### src/rtl/vl_strip_sequencer.sv
// vl_strip_sequencer: strip-mines one (SEW, LMUL, AVL) command through vl_setup into valid/ready strips
module vl_strip_sequencer #(
    parameter int VLEN = 128
) (
    input  logic       clk,
    input  logic       rst_n,
    input  logic       cmd_valid,
    output logic       cmd_ready,
    input  logic [7:0] cmd_sew,
    input  logic [4:0] cmd_lmul,
    input  logic [8:0] cmd_avl,
    input  logic       kill,
    output logic [7:0] vs_sew,
    output logic [4:0] vs_lmul,
    output logic [8:0] vs_avl,
    output logic       vs_valid_sew,
    output logic       vs_valid_lmul,
    input  logic [8:0] vs_vl,
    input  logic [8:0] vs_new_avl,
    output logic       strip_valid,
    input  logic       strip_ready,
    output logic [8:0] strip_vl,
    output logic [8:0] strip_idx,
    output logic       strip_last,
    output logic       done,
    output logic       err
);
    typedef enum logic [1:0] {IDLE, CALC, ISSUE, FIN} state_t;
    state_t     state_q, state_d;
    logic [7:0] sew_q, sew_d;
    logic [4:0] lmul_q, lmul_d;
    logic [8:0] avl_q, avl_d, idx_q, idx_d, vl_q, vl_d, rem_q, rem_d;
    logic       err_q, err_d;
    logic       legal;
    assign legal = (cmd_sew inside {8'd8, 8'd16, 8'd32, 8'd64, 8'd128})
                && (cmd_lmul inside {5'd1, 5'd2, 5'd4, 5'd8, 5'd16})
                && ({24'd0, cmd_sew} <= 32'(VLEN));
    always_comb begin
        state_d = state_q;
        sew_d   = sew_q;
        lmul_d  = lmul_q;
        avl_d   = avl_q;
        idx_d   = idx_q;
        vl_d    = vl_q;
        rem_d   = rem_q;
        err_d   = 1'b0;
        case (state_q)
            IDLE: if (cmd_valid) begin
                sew_d   = cmd_sew;
                lmul_d  = cmd_lmul;
                avl_d   = cmd_avl;
                idx_d   = '0;
                err_d   = !legal;
                state_d = !legal ? IDLE : (cmd_avl == '0) ? FIN : CALC;
            end
            CALC: begin
                vl_d    = vs_vl;
                rem_d   = vs_new_avl;
                state_d = ISSUE;
            end
            ISSUE: if (strip_ready) begin
                avl_d   = rem_q;
                idx_d   = idx_q + vl_q;
                state_d = (rem_q == '0) ? FIN : CALC;
            end
            FIN: state_d = IDLE;
        endcase
        // kill outranks everything, but an accepted strip still advances the pointers
        if (kill && state_q != IDLE) begin
            state_d = IDLE;
            err_d   = 1'b0;
        end
    end
    always_ff @(posedge clk or negedge rst_n) begin
        if (!rst_n) begin
            state_q <= IDLE;
            sew_q   <= '0;
            lmul_q  <= '0;
            avl_q   <= '0;
            idx_q   <= '0;
            vl_q    <= '0;
            rem_q   <= '0;
            err_q   <= 1'b0;
        end else begin
            state_q <= state_d;
            sew_q   <= sew_d;
            lmul_q  <= lmul_d;
            avl_q   <= avl_d;
            idx_q   <= idx_d;
            vl_q    <= vl_d;
            rem_q   <= rem_d;
            err_q   <= err_d;
        end
    end
    assign cmd_ready     = state_q == IDLE;
    assign vs_sew        = sew_q;
    assign vs_lmul       = lmul_q;
    assign vs_avl        = avl_q;
    assign vs_valid_sew  = state_q == CALC;
    assign vs_valid_lmul = state_q == CALC;
    assign strip_valid   = state_q == ISSUE;
    assign strip_vl      = vl_q;
    assign strip_idx     = idx_q;
    assign strip_last    = state_q == ISSUE && rem_q == '0;
    assign done          = state_q == FIN;
    assign err           = err_q;
endmodule
### config.mk
export PLATFORM = sky130hd
export DESIGN_NAME = vl_strip_sequencer
export DESIGN_NICKNAME = d
export VERILOG_FILES = /design/src/rtl/vl_strip_sequencer.sv
export SDC_FILE = /design/constraint.sdc
export NUM_CORES = 1
export LEC_CHECK = 0
export BUFFER_PORTS_ARGS = -buffer_cell sky130_fd_sc_hd__buf_2
export CORE_ASPECT_RATIO = 0.5
export CORE_UTILIZATION = 54
export DETAILED_ROUTE_END_ITERATION = 6
export PLACE_DENSITY = 0.89
export SLEW_MARGIN = 10
export SYNTH_ARGS = -nofsm -noshare
export SYNTH_HDL_FRONTEND = slang
export SYNTH_SLANG_ARGS = --single-unit
### constraint.sdc
create_clock -name clk -period 4.56 [get_ports clk]
set_input_delay 0.456 -clock clk [delete_from_list [all_inputs] [get_ports clk]]
set_output_delay 0.456 -clock clk [all_outputs]
set_load 0.005 [all_outputs]
==> out/results.env, run 1 <==
FINALCLOCKSKEW_NS=0.0117
DIODES=0
P_SW_W=0.000334
GRT_ANTENNA_BEFORE_REPAIR=0
FINISH_STAGE_SETUP_VIOLS=0
WORSTREGTOREGCELLS=8
CLOCK_TREE_FROM_TRITONCTS='done'
CRITPATHTOPFAMILY='simple AND/OR/NAND/NOR gates'
DP.FINAL_HPWL_UM=4520
WORST_SETUP_PATH_STARTPOINT='state_q[1]'
MAX_FREQUENCY_MHz=404
YOSYS_MOST_USED_DFF='sky130_fd_sc_hd__dfrtp_1'
CELLINTERNALPOWER_W=0.000955
GP_CONGESTION=0.881
PORT_BUFFERS=91
YS_WARN_COUNT=0
CORE_REGION_AREA_SQ_MM=0.00455
FINALCRITPERIODSHARE_PCT=54.3
GLOBALROUTE.TOTALOVERFLOW=0
P_CLK_SHARE_PCT=33.0
IRDROPWORSTVDD_mV=0.211
NUMBER_OF_SINKS_HANDLED_BY_CLOCK_TREE_SYNTHESIS=52
POST_CTS_HOLD_BUFFER_COUNT=0
TIMING.FINAL.HOLD_VIOLATIONS=0
CTSROOTBUFFERMASTER='sky130_fd_sc_hd__clkbuf_8'
TIMING.CRITICAL_PATH.ARRIVAL_NS=2.02
DRC=0
TRANSITION_TIME_OF_THE_TIGHTEST_SLEW_CHECK_PIN_NS=1.01
SWITCHING_SHARE_PCT=25.9
SYNTH.YOSYS.SEQ_AREA_SHARE_PCT=49.2
SYNTH-ASYNC-RESET-RATIO_PCT=100
NUMBER_OF_GLOBAL_ROUTE_VIAS_BEFORE_REPAIR=2145
NUMBER_OF_BUFFERS_AND_INVERTERS_ON_THE_CRITICAL_PATH=2
SYNTH_CELLS=236
DETAILEDROUTE.FIRSTITERATIONVIOLATIONS=39
AVGSYNTHCELLAREA_SQ_UM=11.2
POWER-PER-CELL-AREA_mW_PER_MM2=390
CLOCK_INSERTION_DELAY_WORST_SKEW_NS=0.30
CPMAXSTAGEDELAYCELL='sky130_fd_sc_hd__dfrtp_1'
ROW_COUNT=17
SYNTH_NETS=290
VIAS_PER_CELL=5.52
LEAKAGEPOWER_nW=1.68
FINISH.INSTANCE_AREA_SQ_MM=0.00330
SYNTH.TOP_CELLS.BY_COUNT='sky130_fd_sc_hd__dfrtp_1, sky130_fd_sc_hd__mux2_2, sky130_fd_sc_hd__nand2_1'
NETLIST_AREA_SQ_MM=0.00265
FP.DIEAREA_SQ_MM=0.00520
CP.REQUIRED_NS=4.10
FP.DIEH_UM=51.5
TIMING_MAX_TRANSITION_VIOLATIONS_FINAL=0
DRT_PRE_ANTENNA_ITERS=4
FP.DIEW_UM=101
CRIT_PATH_MAX_INCR_DELAY_NS=0.59
START_UTIL_PCT=58.1
PLACE_AREA_SQ_MM=0.00314
SYNTH-EDFF-COUNT=0
POWER.COMBINATIONAL.FRACTION_PCT=20.5
SLEW-LIMIT-HEADROOM_PCT=32.3
FINAL.SETUP.TNS_NS=0
CTS.HTREE.LEVELS=2
LAYOUT-DRIVE-GT1-SHARE_PCT=40.2
CP_MAX_FO=12
CRIT_PATH_CELL_TRACE='nand2b_1 -> inv_2 -> nand3_1 -> nor4_1 -> buf_2'
GRT_FIRST_PASS_WIRELENGTH_UM=9680
CLKSLEWWORSTSETUPHOLDPATHS_NS=0.09
CLOCK_TREE.BUFFER_DEPTH=2
MOST_USED_STANDARD_CELL_BY_INSTANCE_COUNT_AFTER_SYNTHESIS='sky130_fd_sc_hd__dfrtp_1'
CP_NUM_CELLS=5
CTS_BUFFERS=5
WORST-SETUP-PATH-TYPE='reg -> out'
SHARE_SEQ_OF_TOTAL_POWER_PCT=46.5
POSTCTSSETUPREPAIRBUFS=0
CP-START-KIND='flop'
TIMING.RR.START='strip_idx[0]'
POST_CTS_RESIZED=0
YOSYS.AREA.TOP_TYPE='sky130_fd_sc_hd__dfrtp_1'
RSZ0062_AT_GRT='false'
LAYOUT.NETS=379
SYNTHDOMINANTCELLAREASHARE_PCT=49.2
SYNTH_SEQ_CELLS=52
DETAIL_ROUTE.WIRELENGTH_UM=5900
GROUTE.USAGE.OVERALL_PCT=24.3
DRV.MAX_CAP_VIOLATION_COUNT=0
POST_SYNTH_NUM_CELL_TYPES=44
SYNTH.AREA.TOP_CELLS='sky130_fd_sc_hd__dfrtp_1, sky130_fd_sc_hd__mux2_2, sky130_fd_sc_hd__mux2i_1'
HOLDCRITPATHCLASS='in -> async'
CRIT_END_CATEGORY='output pin'
ROUTE.DETAILED.WL_PER_INST_UM=15.0
AREA.GROWTH.SYNTH_TO_FINAL_PCT=24.8
FINALCRITICALPERIOD_NS=2.48
GRT_START_MAX_NET_PINS=53
ANTENNA_VIOLATING_NETS_POST_ROUTE=0
NUM_VIAS=2163
FLOORPLAN.IO_PINS=92
WHS_NS=0.172
OUTCOME='finished, final reports clean'
state kept, by name, indices dropped and copies added (netlist names):
register   flops
vs_lmul        5
strip_vl       9
err            1
vs_sew         8
rem_q          9
state_q        2
strip_idx      9
vs_avl         9
cell families (layout without fill, tap and decap cells):
kind of cell	Yosys count	in the layout	synth area share [%]
buffers and inverters	17	107	2.84
adders and majority gates	9	9	4.54
DFF	52	52	49.2
xor gates and xnor gates	3	3	0.994
muxes	42	42	17.3
and+or+nand+nor	64	64	12.6
AOI/OAI and AO/OA	49	49	12.6
placed cells by master, fill, tap and decap left out, types with 2 or more instances in the layout:
cell and instances:
sky130_fd_sc_hd__a21o_1 2, sky130_fd_sc_hd__ha_1 8, sky130_fd_sc_hd__o21ai_1 13, sky130_fd_sc_hd__xor2_1 2
sky130_fd_sc_hd__o21ai_0 5, sky130_fd_sc_hd__o31ai_1 3, sky130_fd_sc_hd__and2_1 2, sky130_fd_sc_hd__a32o_1 2
sky130_fd_sc_hd__mux2i_1 13, sky130_fd_sc_hd__bufinv_16 3, sky130_fd_sc_hd__a211oi_1 4, sky130_fd_sc_hd__nor2b_1 3
sky130_fd_sc_hd__inv_1 7, sky130_fd_sc_hd__o31a_1 2, sky130_fd_sc_hd__nand2_1 21, sky130_fd_sc_hd__mux2_2 26
sky130_fd_sc_hd__nor2_1 8, sky130_fd_sc_hd__nor4_1 5, sky130_fd_sc_hd__nor3_1 6, sky130_fd_sc_hd__buf_2 90
sky130_fd_sc_hd__nand3_1 3, sky130_fd_sc_hd__o21a_1 3, sky130_fd_sc_hd__clkbuf_8 5, sky130_fd_sc_hd__a21oi_1 8
sky130_fd_sc_hd__nor3b_1 5, sky130_fd_sc_hd__dfrtp_1 52, sky130_fd_sc_hd__nand2b_1 4, sky130_fd_sc_hd__mux2_1 3
metrics by stage:
step / util [%] / worst slack [ns] / std cells / total power, W
final: 72.5 / 2.08 / 392 / 0.00129
after global routing: 72.5 / 1.97 / 392 / 0.00135
after CTS: 72.5 / 2.09 / 392 / 0.00130
after detailed placement: 69.0 / 2.39 / 384 / 0.000873
after global placement: 69.0 / 2.52 / 384 / 0.000853
after floorplan: - / 2.60 / 236 / 0.000744
final timing paths:
kind / to / slack, ns
hold reg to reg: vs_sew[4] / 0.49
hold / removal: vs_lmul[1] / 0.17
setup / recovery: strip_last / 2.08
max in group asynchronous: strip_idx[8] / 3.95
min in group clk: strip_vl[1] / 0.38
setup reg to reg: strip_idx[8] / 2.38
worst reg2reg max path: stages (launching register included):
cell and delay, ns:
sky130_fd_sc_hd__dfrtp_1 0.39, sky130_fd_sc_hd__ha_1 0.18, sky130_fd_sc_hd__inv_1 0.06, sky130_fd_sc_hd__fa_1 0.39, sky130_fd_sc_hd__nand2b_1 0.22, sky130_fd_sc_hd__a211oi_1 0.33, sky130_fd_sc_hd__nor3_1 0.09, sky130_fd_sc_hd__a211oi_1 0.26
sky130_fd_sc_hd__mux2i_1 0.21
per-layer routing:
metal | GRT usage, % | routed length [um]
met1 | 29.6 | 2640
met2 | 44.3 | 2940
met3 | 5.65 | 272
met4 | 6.28 | 44
met5 | 0 | 0
power groups by stage:
stage	combinational, W	clock [W]	sequential [W]
after CTS	0.000267	0.000431	0.000598
after global placement	0.000251	0	0.000602
after detailed placement	0.000265	0	0.000607
final	0.000264	0.000425	0.000599
after global routing	0.000296	0.000449	0.000609
after floorplan	0.000143	0	0.000601
final cells by class:
cell class,count,area [sq um]
clock buffers,5,68.8
flip-flops and latches,52,1300
clock inverters,3,90.1
fillers,349,1250
repair buffers,91,458
inverters,8,30.0
multi-input cells,167,1270
well taps,66,82.6
Note: power is estimated with default switching activity, not from simulation.
==> run 2: changes to the inputs <==
--- a/config.mk
+++ b/config.mk
@@ -5,11 +5,12 @@
 export SDC_FILE = /design/constraint.sdc
 export NUM_CORES = 1
 export LEC_CHECK = 0
+export ABC_AREA = 1
 export BUFFER_PORTS_ARGS = -buffer_cell sky130_fd_sc_hd__buf_2
 export CORE_ASPECT_RATIO = 0.5
-export CORE_UTILIZATION = 54
+export CORE_UTILIZATION = 45
 export DETAILED_ROUTE_END_ITERATION = 6
-export PLACE_DENSITY = 0.89
+export PLACE_DENSITY = 0.8
 export SLEW_MARGIN = 10
 export SYNTH_ARGS = -nofsm -noshare
 export SYNTH_HDL_FRONTEND = slang
==> constraint.sdc (replaced) <==
create_clock -name clk -period 2.15 [get_ports clk]
set_input_delay 0.215 -clock clk [delete_from_list [all_inputs] [get_ports clk]]
set_output_delay 0.215 -clock clk [all_outputs]
set_load 0.005 [all_outputs]
==> run 2 against run 1 <==
The run now ends with DRC left; routed wire length grew 1.9%; setup slack lost 1.8 ns; non-clock buffer count grew 4; flip-flop and latch count is the same; sequential share of layout area shrank 0.90 points; hold slack lost 0.057 ns; total power grew to 3.2 times the previous value; synthesized cell count grew 43%; sequential power grew to 2.8 times the previous value; combinational power grew to 6.2 times the previous value; utilization shrank 13 points.
==> out/results.env, run 2 <==
MOST_USED_STANDARD_CELL_BY_INSTANCE_COUNT_AFTER_SYNTHESIS='sky130_fd_sc_hd__nand2_1'  # was sky130_fd_sc_hd__dfrtp_1
YS_WARN_COUNT=0  # unchanged
CP_MAX_FO=3  # was 12
SWITCHING_SHARE_PCT=39.1  # was 25.9%
TRANSITION_TIME_OF_THE_TIGHTEST_SLEW_CHECK_PIN_NS=0.589  # was 1.01 ns
MIN_PATH_CELLS=3
FINALCRITPERIODSHARE_PCT=87.6
PORT_BUFFERS=91  # unchanged
SYNTH_SEQ_CELLS=52  # unchanged
ANTENNA_VIOLATING_NETS_POST_ROUTE=0  # unchanged
GROUTE.USAGE.OVERALL_PCT=19.8  # was 24.3%
VIOLATIONS='DRC'
POST_SYNTH_NUM_CELL_TYPES=39  # was 44
FINISH_STAGE_SETUP_VIOLS=0  # unchanged
GRT_ANTENNA_BEFORE_REPAIR=0  # unchanged
SYNTH_CELLS=338  # was 236
DIODES=0  # unchanged
FP.DIEH_UM=57.0  # was 51.5 um
FINALCLOCKSKEW_NS=0.00686  # was 0.0117 ns
CTS_BUFFERS=5  # unchanged
CP.REQUIRED_NS=2.32  # was 4.10 ns
START_UTIL_PCT=48.2  # was 58.1%
SYNTH.YOSYS.SEQ_AREA_SHARE_PCT=47.7  # was 49.2%
DRV.MAX_CAP_VIOLATION_COUNT=0  # unchanged
POWER.COMBINATIONAL.FRACTION_PCT=39.8  # was 20.5%
SYNTHDOMINANTCELLAREASHARE_PCT=47.7  # was 49.2%
LAYOUT-DRIVE-GT1-SHARE_PCT=26.9  # was 40.2%
TIMING.CRITICAL_PATH.ARRIVAL_NS=2.06  # was 2.02 ns
CTSROOTBUFFERMASTER='sky130_fd_sc_hd__clkbuf_16'  # was sky130_fd_sc_hd__clkbuf_8
NUMBER_OF_SINKS_HANDLED_BY_CLOCK_TREE_SYNTHESIS=52  # unchanged
AREA.GROWTH.SYNTH_TO_FINAL_PCT=24.0  # was 24.8%
CP-START-KIND='flop'  # unchanged
TIMING_MAX_TRANSITION_VIOLATIONS_FINAL=0  # unchanged
POST-LAYOUT-TOTAL-POWER_W=0.00415  # was 0.00129 W
AVGSYNTHCELLAREA_SQ_UM=8.07  # was 11.2 sq um
P_CLK_SHARE_PCT=19.6  # was 33.0%
OUTCOME='finished, violations left'  # was finished, final reports clean
REG2REG_TO='strip_idx[6]'  # was strip_idx[8]
LAYOUT.CELLS.MOST_COMMON='sky130_fd_sc_hd__nand2_1'  # was sky130_fd_sc_hd__buf_2
CORE_REGION_AREA_SQ_MM=0.00566  # was 0.00455 sq mm
CLOCK_TREE.BUFFER_DEPTH=2  # unchanged
ROUTE.DETAILED.WL_PER_INST_UM=11.9  # was 15.0 um
MAX_FREQUENCY_MHz=531
SYNTH-EDFF-COUNT=0  # unchanged
POWER-PER-CELL-AREA_mW_PER_MM2=1230  # was 390 mW/mm^2
POSTCTSSETUPREPAIRBUFS=0  # unchanged
NUM_VIAS=2445  # was 2163
CELLINTERNALPOWER_W=0.00253  # was 0.000955 W
DP.FINAL_HPWL_UM=4520  # about the same
HOLDCRITPATHCLASS='in -> reg'  # was in -> async
R2R_SLACK_NS=0.27  # was 2.38 ns
HP-START='vs_vl[6]'
P_SW_W=0.00162  # was 0.000334 W
MOSTFREQUENTLAYOUTCELLS='sky130_fd_sc_hd__nand2_1, sky130_fd_sc_hd__buf_2, sky130_fd_sc_hd__dfrtp_1'  # was sky130_fd_sc_hd__buf_2, sky130_fd_sc_hd__dfrtp_1, sky130_fd_sc_hd__mux2_2
DETAIL_ROUTE.WIRELENGTH_UM=6010  # was 5900 um
NETLIST_AREA_SQ_MM=0.00273  # was 0.00265 sq mm
SLEW-LIMIT-HEADROOM_PCT=60.7  # was 32.3%
RSZ0062_AT_GRT='false'  # unchanged
CRIT_END_CATEGORY='flop'  # was output pin
LEAKAGEPOWER_nW=1.87  # was 1.68 nW
DETAILEDROUTE.FIRSTITERATIONVIOLATIONS=123  # was 39
CLOCK_INSERTION_DELAY_WORST_SKEW_NS=0.29  # was 0.30 ns
VIAS_PER_CELL=4.84  # was 5.52
FINAL.SETUP.TNS_NS=0  # unchanged
TIMING.RR.START='strip_idx[0]'  # unchanged
FP.DIEAREA_SQ_MM=0.00639  # was 0.00520 sq mm
SYNTH.AREA.TOP_CELLS='sky130_fd_sc_hd__dfrtp_1, sky130_fd_sc_hd__nand2_1, sky130_fd_sc_hd__nor2_1'  # was sky130_fd_sc_hd__dfrtp_1, sky130_fd_sc_hd__mux2_2, sky130_fd_sc_hd__mux2i_1
GRT_FIRST_PASS_WIRELENGTH_UM=9880  # was 9680 um
CTS.HTREE.LEVELS=2  # unchanged
DRC=5  # was 0
GP_CONGESTION=0.814  # was 0.881
ROW_COUNT=19  # was 17
IRDROPWORSTVDD_mV=0.549  # was 0.211 mV
GLOBALROUTE.TOTALOVERFLOW=0  # unchanged
DRT_PRE_ANTENNA_ITERS=6  # was 4
CLOCK_TREE_FROM_TRITONCTS='done'  # unchanged
TIMING.FINAL.HOLD_VIOLATIONS=0  # unchanged
NUMBER_OF_GLOBAL_ROUTE_VIAS_BEFORE_REPAIR=2186  # was 2145
SYNTH.TOP_CELLS.BY_COUNT='sky130_fd_sc_hd__nand2_1, sky130_fd_sc_hd__dfrtp_1, sky130_fd_sc_hd__nor2_1'  # was sky130_fd_sc_hd__dfrtp_1, sky130_fd_sc_hd__mux2_2, sky130_fd_sc_hd__nand2_1
WORSTREGTOREGCELLS=10  # was 8
HOLD_PATH_END='strip_vl[6]'
CLKSLEWWORSTSETUPHOLDPATHS_NS=0.07  # was 0.09 ns
YOSYS_MOST_USED_DFF='sky130_fd_sc_hd__dfrtp_1'  # unchanged
SYNTH_NETS=392  # was 290
SHARE_SEQ_OF_TOTAL_POWER_PCT=40.7  # was 46.5%
YOSYS.AREA.TOP_TYPE='sky130_fd_sc_hd__dfrtp_1'  # unchanged
FP.DIEW_UM=112  # was 101 um
GRT_START_MAX_NET_PINS=23  # was 53
LAYOUT.NETS=485  # was 379
FLOORPLAN.IO_PINS=92  # unchanged
WORST-SETUP-PATH-TYPE='reg -> reg'  # was reg -> out
SYNTH-ASYNC-RESET-RATIO_PCT=100  # unchanged
FINALCRITICALPERIOD_NS=1.88
==> run 2: cell types whose count changed after synthesis, moves of 8 or more <==
cell	before	now
sky130_fd_sc_hd__nor2_1	8	33
sky130_fd_sc_hd__mux2i_1	13	0
sky130_fd_sc_hd__inv_1	7	24
sky130_fd_sc_hd__nand3_1	3	11
sky130_fd_sc_hd__nand2_1	21	133
sky130_fd_sc_hd__mux2_2	26	0
==> run 2: stage by stage <==
stage          area, sq um  hold WS (ns)  instances  worst slack (ns)  utilization, %
2_1_floorplan         2730       -0.0806        338             0.435               -
3_3_place_gp          3220         0.170        496             0.369            56.9
3_5_place_dp          3220         0.169        496             0.273            56.9
4_1_cts               3380         0.115        505             0.276            59.7
5_1_grt               3380         0.127        505            0.0490            59.7
6_report              3380         0.115        505             0.267            59.7
==> run 2: critical path, stage by stage, from the launching register on <==
cell and delay, ns:
sky130_fd_sc_hd__dfrtp_1 0.37, sky130_fd_sc_hd__ha_1 0.18, sky130_fd_sc_hd__inv_1 0.06, sky130_fd_sc_hd__fa_1 0.39, sky130_fd_sc_hd__nand3b_1 0.18, sky130_fd_sc_hd__nand2_1 0.12, sky130_fd_sc_hd__inv_1 0.06, sky130_fd_sc_hd__o21ai_0 0.20
sky130_fd_sc_hd__nand2_1 0.07, sky130_fd_sc_hd__nand2_1 0.06, sky130_fd_sc_hd__o21ai_0 0.08
==> run 2: logic make-up (layout without fill, tap and decap cells) <==
family,Yosys count,in the layout,synth area share (%)
compound gates,42,42,9.13
xor+xnor,2,2,0.643
flops,52,52,47.7
fa+ha+maj,9,9,4.41
buf+inv,37,131,6.98
simple gates,196,196,31.1
==> run 2: worst max-delay path by stage <==
stage | from | endpoint | slack, ns | cells after the start
after floorplan | strip_vl[0] | strip_idx[6] | 0.43 | 10
after global placement | strip_vl[0] | strip_idx[6] | 0.37 | 10
after detailed placement | strip_idx[0] | strip_idx[6] | 0.27 | 10
after CTS | strip_vl[0] | strip_idx[6] | 0.28 | 10
after global routing | strip_vl[0] | strip_idx[6] | 0.05 | 9
final | strip_idx[0] | strip_idx[6] | 0.27 | 10
==> run 2: final cells by class <==
class                   count  area [sq um]
fillers                   504          2280
flip-flops and latches     52          1300
well taps                  73          91.3
multi-input cells         249          1230
inverters                  28           115
repair buffers             95           488
clock buffers               6           139
clock inverters             2          10.0
==> run 2: per-layer routing <==
| metal | vias up | global-route usage (%) | part of all wire (%) |
|---|---|---|---|
| met3 | 7 | 4.25 | 4.3 |
| met5 | - | 0 | 0 |
| met4 | 0 | 5.71 | 1.0 |
| li1 | 1267 | - | - |
| met2 | 53 | 33.6 | 45 |
| met1 | 1118 | 26.2 | 50 |
==> run 2: what timing repair did <==
| item | in CTS | in global routing |
|---|---|---|
| hold buffers | 1 | 0 |
| resized for setup | 0 | 0 |
| hold endpoints to repair | 16 | 0 |
==> run 2: power groups by stage <==
| stage | logic, W | registers [W] | clock network (W) |
|---|---|---|---|
| 2_1_floorplan | 0.00111 | 0.00170 | 0 |
| 6_report | 0.00165 | 0.00169 | 0.000814 |
| 5_1_grt | 0.00190 | 0.00176 | 0.000868 |
| 4_1_cts | 0.00167 | 0.00169 | 0.000820 |
| 3_3_place_gp | 0.00164 | 0.00169 | 0 |
| 3_5_place_dp | 0.00166 | 0.00171 | 0 |
==> run 3: changes to the inputs <==
--- a/config.mk
+++ b/config.mk
@@ -6,11 +6,11 @@
 export NUM_CORES = 1
 export LEC_CHECK = 0
 export ABC_AREA = 1
-export BUFFER_PORTS_ARGS = -buffer_cell sky130_fd_sc_hd__buf_2
 export CORE_ASPECT_RATIO = 0.5
-export CORE_UTILIZATION = 45
+export CORE_UTILIZATION = 55
 export DETAILED_ROUTE_END_ITERATION = 6
-export PLACE_DENSITY = 0.8
+export DONT_BUFFER_PORTS = 1
+export PLACE_DENSITY = 0.77
 export SLEW_MARGIN = 10
 export SYNTH_ARGS = -nofsm -noshare
 export SYNTH_HDL_FRONTEND = slang
==> run 3 against run 2 <==
The flow now finishes without violations; via count decreased by 10%; maximum frequency increased by 0.93%; routed wire length decreased by 4.7%; hold slack got worse by 0.092 ns; flip-flop and latch count unchanged; cell area decreased by 15%.
==> out/results.env, run 3 (synthesized netlist as in run 2, its figures left out) <==
P_SW_W=0.00152  # was 0.00162 W
HOLDCRITPATHCLASS='in -> reg'  # unchanged
ROW_COUNT=17  # was 19
SLEW-LIMIT-HEADROOM_PCT=64.3  # was 60.7%
FINAL.SETUP.TNS_NS=0  # unchanged
FINALCRITICALPERIOD_NS=1.87  # was 1.88 ns
NUMBER_OF_SINKS_HANDLED_BY_CLOCK_TREE_SYNTHESIS=52  # unchanged
LAYOUT.NETS=393  # was 485
DIODES=0  # unchanged
LAYOUT.CELLS.NON_FILLER=406  # was 505
FLOORPLAN.IO_PINS=92  # unchanged
LAYOUT-DRIVE-GT1-SHARE_PCT=6.47  # was 26.9%
NUMBER_OF_GLOBAL_ROUTE_VIAS_BEFORE_REPAIR=2008  # was 2186
DETAILEDROUTE.FIRSTITERATIONVIOLATIONS=77  # was 123
CP-START-KIND='flop'  # unchanged
CTSROOTBUFFERMASTER='sky130_fd_sc_hd__clkbuf_8'  # was sky130_fd_sc_hd__clkbuf_16
LEAKAGEPOWER_nW=1.46  # was 1.87 nW
FP.DIEW_UM=102  # was 112 um
POSTCTSSETUPREPAIRBUFS=0  # unchanged
MOSTFREQUENTLAYOUTCELLS='sky130_fd_sc_hd__nand2_1, sky130_fd_sc_hd__dfrtp_1, sky130_fd_sc_hd__nor2_1'  # was sky130_fd_sc_hd__nand2_1, sky130_fd_sc_hd__buf_2, sky130_fd_sc_hd__dfrtp_1
PORT_BUFFERS=0  # was 91
CP_MAX_FO=3  # unchanged
DRT_PRE_ANTENNA_ITERS=7  # was 6
GP_CONGESTION=0.896  # was 0.814
CORE_REGION_AREA_SQ_MM=0.00457  # was 0.00566 sq mm
CTS_BUFFERS=5  # unchanged
GRT_FIRST_PASS_WIRELENGTH_UM=9050  # was 9880 um
POWER-PER-CELL-AREA_mW_PER_MM2=1260  # was 1230 mW/mm^2
TIMING.FINAL.HOLD_VIOLATIONS=0  # unchanged
CLKSLEWWORSTSETUPHOLDPATHS_NS=0.09  # was 0.07 ns
REG2REG_TO='strip_idx[6]'  # unchanged
FP.DIEH_UM=51.8  # was 57.0 um
CTS.HTREE.LEVELS=2  # unchanged
IRDROPWORSTVDD_mV=0.633  # was 0.549 mV
CRIT_END_CATEGORY='flop'  # unchanged
START_UTIL_PCT=59.6  # was 48.2%
CLOCK_TREE_FROM_TRITONCTS='done'  # unchanged
SWITCHING_SHARE_PCT=41.9  # was 39.1%
TIMING.CRITICAL_PATH.ARRIVAL_NS=2.06  # about the same
GRT_START_MAX_NET_PINS=53  # was 23
HOLD_PATH_END='strip_vl[4]'  # was strip_vl[6]
POST_CTS_HOLD_BUFFER_COUNT=2  # was 1
POWER.COMBINATIONAL.FRACTION_PCT=34.9  # was 39.8%
FINALCRITPERIODSHARE_PCT=86.8  # was 87.6%
ROUTE.DETAILED.WL_PER_INST_UM=14.1  # was 11.9 um
ANTENNA_VIOLATING_NETS_POST_ROUTE=0  # unchanged
RSZ0062_AT_GRT='false'  # unchanged
FINALCLOCKSKEW_NS=0.00745  # was 0.00686 ns
FINISH_STAGE_SETUP_VIOLS=0  # unchanged
GLOBALROUTE.TOTALOVERFLOW=0  # unchanged
AREA.GROWTH.SYNTH_TO_FINAL_PCT=5.23  # was 24.0%
POST_CTS_RESIZED=0  # unchanged
MAX_FREQUENCY_MHz=536  # was 531 MHz
TIMING.RR.START='strip_idx[0]'  # unchanged
CELLINTERNALPOWER_W=0.00210  # was 0.00253 W
HP-START='vs_vl[4]'  # was vs_vl[6]
P_CLK_SHARE_PCT=15.6  # was 19.6%
CLOCK_TREE.BUFFER_DEPTH=2  # unchanged
TIMING_MAX_TRANSITION_VIOLATIONS_FINAL=0  # unchanged
LAYOUT.CELLS.MOST_COMMON='sky130_fd_sc_hd__nand2_1'  # unchanged
OUTCOME='finished, final reports clean'  # was finished, violations left
CLOCK_INSERTION_DELAY_WORST_SKEW_NS=0.30  # was 0.29 ns
GROUTE.USAGE.OVERALL_PCT=23.3  # was 19.8%
MIN_PATH_CELLS=2  # was 3
SHARE_SEQ_OF_TOTAL_POWER_PCT=49.5  # was 40.7%
DRC=0  # was 5
CP.REQUIRED_NS=2.34  # was 2.32 ns
GRT_ANTENNA_BEFORE_REPAIR=0  # unchanged
WORST-SETUP-PATH-TYPE='reg -> reg'  # unchanged
TRANSITION_TIME_OF_THE_TIGHTEST_SLEW_CHECK_PIN_NS=0.535  # was 0.589 ns
FP.DIEAREA_SQ_MM=0.00526  # was 0.00639 sq mm
R2R_SLACK_NS=0.28  # was 0.27 ns
WORSTREGTOREGCELLS=10  # unchanged
DP.FINAL_HPWL_UM=4280  # was 4520 um
PLACEDCELLCOUNT=396  # was 496
DRV.MAX_CAP_VIOLATION_COUNT=0  # unchanged
NUM_VIAS=2192  # was 2445
VIAS_PER_CELL=5.40  # was 4.84
DETAIL_ROUTE.WIRELENGTH_UM=5730  # was 6010 um
-- run 3: final cells by class --
| cell class | count | area [sq um] |
|---|---|---|
| Clock buffer | 8 | 90.1 |
| Sequential cell | 52 | 1300 |
| Timing Repair Buffer | 3 | 45.0 |
| Tap cell | 66 | 82.6 |
| Inverter | 28 | 115 |
| Fill cell | 402 | 1700 |
| Multi-Input combinational cell | 249 | 1230 |
-- run 3: worst max-delay path by stage --
stage	start	to	slack (ns)	cells after the start
after detailed placement	strip_idx[0]	strip_idx[6]	0.33	10
after global routing	strip_idx[0]	strip_idx[6]	0.16	10
after CTS	strip_idx[0]	strip_idx[6]	0.31	10
after floorplan	strip_vl[0]	strip_idx[6]	0.43	10
final	strip_idx[0]	strip_idx[6]	0.28	10
after global placement	strip_vl[0]	strip_idx[6]	0.35	10
-- run 3: critical path, cell delays in order, from the launching register on --
cell and delay (ns):
sky130_fd_sc_hd__dfrtp_1 0.40, sky130_fd_sc_hd__ha_1 0.18, sky130_fd_sc_hd__inv_1 0.05, sky130_fd_sc_hd__fa_1 0.38
sky130_fd_sc_hd__nand3b_1 0.18, sky130_fd_sc_hd__nand2_1 0.10, sky130_fd_sc_hd__inv_1 0.06, sky130_fd_sc_hd__o21ai_0 0.21
sky130_fd_sc_hd__nand2_1 0.08, sky130_fd_sc_hd__nand2_1 0.06, sky130_fd_sc_hd__o21ai_0 0.06
-- run 3: metal layers --
| metal | GRT usage [%] | wire, um |
|---|---|---|
| met5 | 0 | 0 |
| met1 | 27.8 | 2510 |
| met4 | 8.45 | 48 |
| met3 | 8.33 | 535 |
| met2 | 39.3 | 2640 |
-- run 3: metrics by stage --
step | total power [W] | instance area [sq um] | hold slack [ns] | util [%] | worst slack [ns]
6_report | 0.00362 | 2870 | 0.0234 | 62.7 | 0.284
5_1_grt | 0.00393 | 2870 | 0.00657 | 62.7 | 0.157
4_1_cts | 0.00363 | 2870 | 0.0168 | 62.7 | 0.311
3_5_place_dp | 0.00304 | 2740 | -0.0797 | 59.9 | 0.326
3_3_place_gp | 0.00298 | 2740 | -0.0797 | 59.9 | 0.349
2_1_floorplan | 0.00280 | 2730 | -0.0806 | - | 0.435
-- run 3: power by group through the flow --
| stage | clock, W | sequential (W) | combinational (W) |
|---|---|---|---|
| 6_report | 0.000565 | 0.00179 | 0.00126 |
| 5_1_grt | 0.000625 | 0.00185 | 0.00146 |
| 4_1_cts | 0.000580 | 0.00179 | 0.00126 |
| 3_5_place_dp | 0 | 0.00181 | 0.00123 |
| 3_3_place_gp | 0 | 0.00179 | 0.00119 |
| 2_1_floorplan | 0 | 0.00170 | 0.00111 |
